**src/rtl/simple_dualportram_arbiter.sv**
```systemverilog
// simple_dualportram_arbiter: round-robin sharing of the RAM read/write port between two masters
module simple_dualportram_arbiter #(
  parameter int WIDTH = 32,
  parameter int DEPTH = 10,
  parameter int WORDS = 1024
) (
  input  logic             clk,
  input  logic             reset,
  input  logic             req_0,
  input  logic             req_1,
  input  logic             we_0,
  input  logic             we_1,
  input  logic [31:0]      address_0,
  input  logic [31:0]      address_1,
  input  logic [WIDTH-1:0] din_0,
  input  logic [WIDTH-1:0] din_1,
  output logic             ack_0,
  output logic             ack_1,
  output logic             err_0,
  output logic             err_1,
  output logic [WIDTH-1:0] dout_0,
  output logic [WIDTH-1:0] dout_1,
  output logic             rvalid_0,
  output logic             rvalid_1,
  output logic [31:0]      ram_address,
  output logic [WIDTH-1:0] ram_din,
  output logic             ram_we,
  output logic             ram_oe,
  input  logic [WIDTH-1:0] ram_dout,
  input  logic [31:0]      ram_length
);
  logic prio, e0, e1, g0, g1, oob0, oob1, unused_cfg;
  logic [2:0] rd_s1, rd_s2;
  assign unused_cfg = |{DEPTH, WORDS};
  assign e0 = req_0 & ~ack_0;
  assign e1 = req_1 & ~ack_1;
  assign g0 = e0 & (~e1 | ~prio);
  assign g1 = e1 & ~g0;
  assign oob0 = address_0 >= ram_length;
  assign oob1 = address_1 >= ram_length;
  // issue the granted request to the RAM port and rotate priority away from the winner
  always_ff @(posedge clk) begin
    if (reset) begin
      prio <= 1'b0;
      ack_0 <= 1'b0;
      ack_1 <= 1'b0;
      err_0 <= 1'b0;
      err_1 <= 1'b0;
      ram_we <= 1'b0;
      ram_oe <= 1'b0;
      ram_address <= '0;
      ram_din <= '0;
    end else begin
      ack_0 <= g0;
      ack_1 <= g1;
      err_0 <= g0 & oob0;
      err_1 <= g1 & oob1;
      ram_we <= g0 ? we_0 & ~oob0 : g1 & we_1 & ~oob1;
      ram_oe <= g0 ? ~we_0 & ~oob0 : g1 & ~we_1 & ~oob1;
      if (g0 | g1) begin
        prio <= g0;
        ram_address <= g0 ? address_0 : address_1;
        ram_din <= g0 ? din_0 : din_1;
      end
    end
  end
  // carry {valid, id, oob} of each read grant alongside the RAM's one-cycle read latency
  always_ff @(posedge clk) begin
    if (reset) begin
      rd_s1 <= '0;
      rd_s2 <= '0;
    end else begin
      rd_s1 <= {(g0 & ~we_0) | (g1 & ~we_1), g1, g0 ? oob0 : oob1};
      rd_s2 <= rd_s1;
    end
  end
  // return read data to the owning master; out-of-bounds reads return zero
  always_ff @(posedge clk) begin
    if (reset) begin
      rvalid_0 <= 1'b0;
      rvalid_1 <= 1'b0;
      dout_0 <= '0;
      dout_1 <= '0;
    end else begin
      rvalid_0 <= rd_s2[2] & ~rd_s2[1];
      rvalid_1 <= rd_s2[2] & rd_s2[1];
      if (rd_s2[2] & ~rd_s2[1]) dout_0 <= rd_s2[0] ? '0 : ram_dout;
      if (rd_s2[2] & rd_s2[1]) dout_1 <= rd_s2[0] ? '0 : ram_dout;
    end
  end
endmodule

```
**config.mk**
```make
export PLATFORM = sky130hd
export DESIGN_NAME = simple_dualportram_arbiter
export DESIGN_NICKNAME = d
export VERILOG_FILES = /design/src/rtl/simple_dualportram_arbiter.sv
export SDC_FILE = /design/constraint.sdc
export NUM_CORES = 1
export LEC_CHECK = 0
export CORE_AREA = 3 3 127 129
export DETAILED_ROUTE_END_ITERATION = 6
export DIE_AREA = 0 0 130 132
export DONT_BUFFER_PORTS = 1
export SLEW_MARGIN = 20
export SYNTH_ARGS = -nofsm -noshare
export SYNTH_HDL_FRONTEND = slang
export SYNTH_SLANG_ARGS = --single-unit
export TNS_END_PERCENT = 10
```
**constraint.sdc**
```tcl
create_clock -name clk -period 2.4 [get_ports clk]
set_input_delay 0.24 -clock clk [delete_from_list [all_inputs] [get_ports clk]]
set_output_delay 0.24 -clock clk [all_outputs]
set_load 0.005 [all_outputs]
```
==> run metrics <==
final setup violation count 0; Comb power frac 14.1%; die area 17200 um2; min-delay worst type in -> reg; syn_nets 1033; Storage cell area 2840 um2; DR pass1 iterations 7; most frequent cells in the layout nand2_1, dfxtp_1, dlygate4sd3_1, a21oi_1, nor2_1; wire per inst 21.1 um; Reg power frac 43.5%; Fmax 437 MHz; initial DRC count 588; Max-cap violations 0; drt drc 11; Die Wd 130 um; initial core utilization 43.9%; Core Region 15100 um2; Filler cells 1370; failing checks design-rule violations; CTS tree yes; Clock Path Buffers 2; P per Cell Area 697 nW/um2; routability congestion estimate 0.940; DR vias/cell 6.07; minimum clock period 2.29 ns; switching part of the total 26.5%; Clk pwr share 42.4%; Sinks on Clock Net 142; Crit Path Max Fanout 36; IO buf count 0; hold slack 0.0127 ns; asr flop ratio synth 0%; Final Routed Wirelength 22500 um; Synth warnings 0; leakage power 3.48 nW; number of synthesized flops with an enable pin 0; setup total negative slack 0 ns; Setup Fix Bufs, Post-CTS 0; num ports 334; layer carrying the most global-route usage met2; Die H 132 um; Req. time, crit path 2.69 ns; final count of hold timing violations 0; area delta synth->final 28.2%; worst-margin pin slew 0.771 ns; first-pass GRT wire length 34100 um; met1 GRT Util 27.6%; Gate Count Post-Synth 771; Fin Clk Skew 0.0109 ns; CP peak stage delay 0.61 ns; M2 GR Usage 42.7%; Final #Nets 1126; Post-Place Cell Area 6750 um2; ys flop type dfxtp_1; TritonCTS Buffers 17; Cell Int Power 4.37 mW; switching power 1.58 mW; H-tree depth 4; Slew Limit Headroom 48.5%; run status complete, but fails checks; overall power 5.94 mW; largest net degree at the start of global routing 116; Crit Path Class reg -> reg; GRT overflow 0; met3 Use GR 9.00%; most common cell after layout, fill and taps aside nand2_1; hpwl dp 14800 um; period utilization 95.3%; fin area 8530 um2; share of layout cells above drive strength 1 5.82%; fin util 56.3%; max-slew violations 0; cell chain of the critical path nor2b_4, nand2_1, and2_2, buf_6, a222oi_1, dlygate4sd3_1, nor2_1; GRT Total Usage 25.1%; RSZ-0062 raised after global routing false; synthesized area per cell 8.63 um2; synthesized cell area 6650 um2; via count 6475; Worst Setup End Kind flip-flop; number of global-route vias before repair 6565; CP top delay family buffers and inverters; worst-skew pair later-pin latency 0.41 ns; worst path bufs/invs 2; area of the multi-input gates 3430 um2; antenna violations before repair 1; Reg2Reg Setup Slack 0.11 ns; flop and latch count out of synthesis 142; DRT antenna net count 0; CTS clk-pin slew, worst paths 0.06 ns; Startpoint Class flip-flop; synth unique cells 41; Data arrival, critical path 2.57 ns; FP Rows 45; Root Driver clkbuf_16; Crit-path slowest cell dlygate4sd3_1; register area share after synthesis 42.7%; Worst IR Drop VDD 0.446 mV
## state kept, by name, indices dropped and copies added, names as in the netlist, 3 cells and up
signal	cells
dout_0	32
dout_1	32
ram_address	32
ram_din	32
rd_s1	3
rd_s2	3
## power groups by stage
stage	registers, mW	logic (mW)	clock network [mW]
CTS	2.58	0.814	2.56
detailed placement	2.63	0.633	0
floorplan	2.59	0.538	0
global route	2.60	0.928	2.69
finish	2.59	0.838	2.52
global placement	2.63	0.605	0
## synthesized netlist by cell type, types with 3 or more instances
master / count / area (um2)
nor2_1: 79 / 297
inv_1: 37 / 139
nor2b_1: 38 / 238
a21oi_1: 83 / 415
a211oi_1: 3 / 22.5
dfxtp_1: 142 / 2840
a41oi_1: 3 / 26.3
nor3_1: 3 / 15.0
nand2b_1: 5 / 31.3
nand2_1: 146 / 548
clkbuf_1: 38 / 143
a21o_1: 5 / 37.5
ha_1: 64 / 801
buf_2: 7 / 35.0
o21ai_0: 10 / 50.1
buf_6: 6 / 67.6
and4_1: 3 / 26.3
a222oi_1: 64 / 641
nand4_1: 6 / 37.5
## area by class of cell
cell class / instances / area share, %
timing repair buffer: 127 / 15.3
clock buffer: 19 / 5.31
tap: 188 / 2.76
antenna: 2 / 0.0587
clock inverter: 12 / 1.31
multi-input combinational: 539 / 40.3
inverter: 37 / 1.63
sequential: 142 / 33.3
## path summary, 6_finish.rpt
path              cells past startpoint               to          start
setup / recovery                      7      ram_din[16]       rd_s1[1]
hold / removal                        2  ram_address[22]  address_0[22]
setup reg to reg                      7      ram_din[16]       rd_s1[1]
hold reg to reg                       1         rd_s2[2]       rd_s1[2]
## cell families after synthesis
family,synth area share (%)
simple gates,19.0
fa+ha+maj,12.0
buf+inv,5.89
compound gates,20.3
flops,42.7
## repair_timing
item,4_1_cts,5_1_grt
endpoints found under the setup margin,0,6
endpoints found under the hold margin,139,2
gates resized for setup,0,2
hold buffers,116,2
## per-layer routing
layer / up-vias / wire (um) / share of wire, %
li1: 2951 / - / -
met1: 3087 / 8480 / 38
met2: 378 / 11100 / 49
met3: 59 / 2150 / 9.5
met4: 0 / 749 / 3.3
met5: - / 0 / 0
## stage by stage
| stage | setup WS [ns] | cells |
|---|---|---|
| floorplan | 0.586 | 771 |
| global placement | 0.360 | 915 |
| detailed placement | 0.300 | 915 |
| CTS | 0.0586 | 1062 |
| global route | 0.0236 | 1065 |
| finish | 0.113 | 1066 |
No activity file was read; power rests on OpenSTA's default activity.
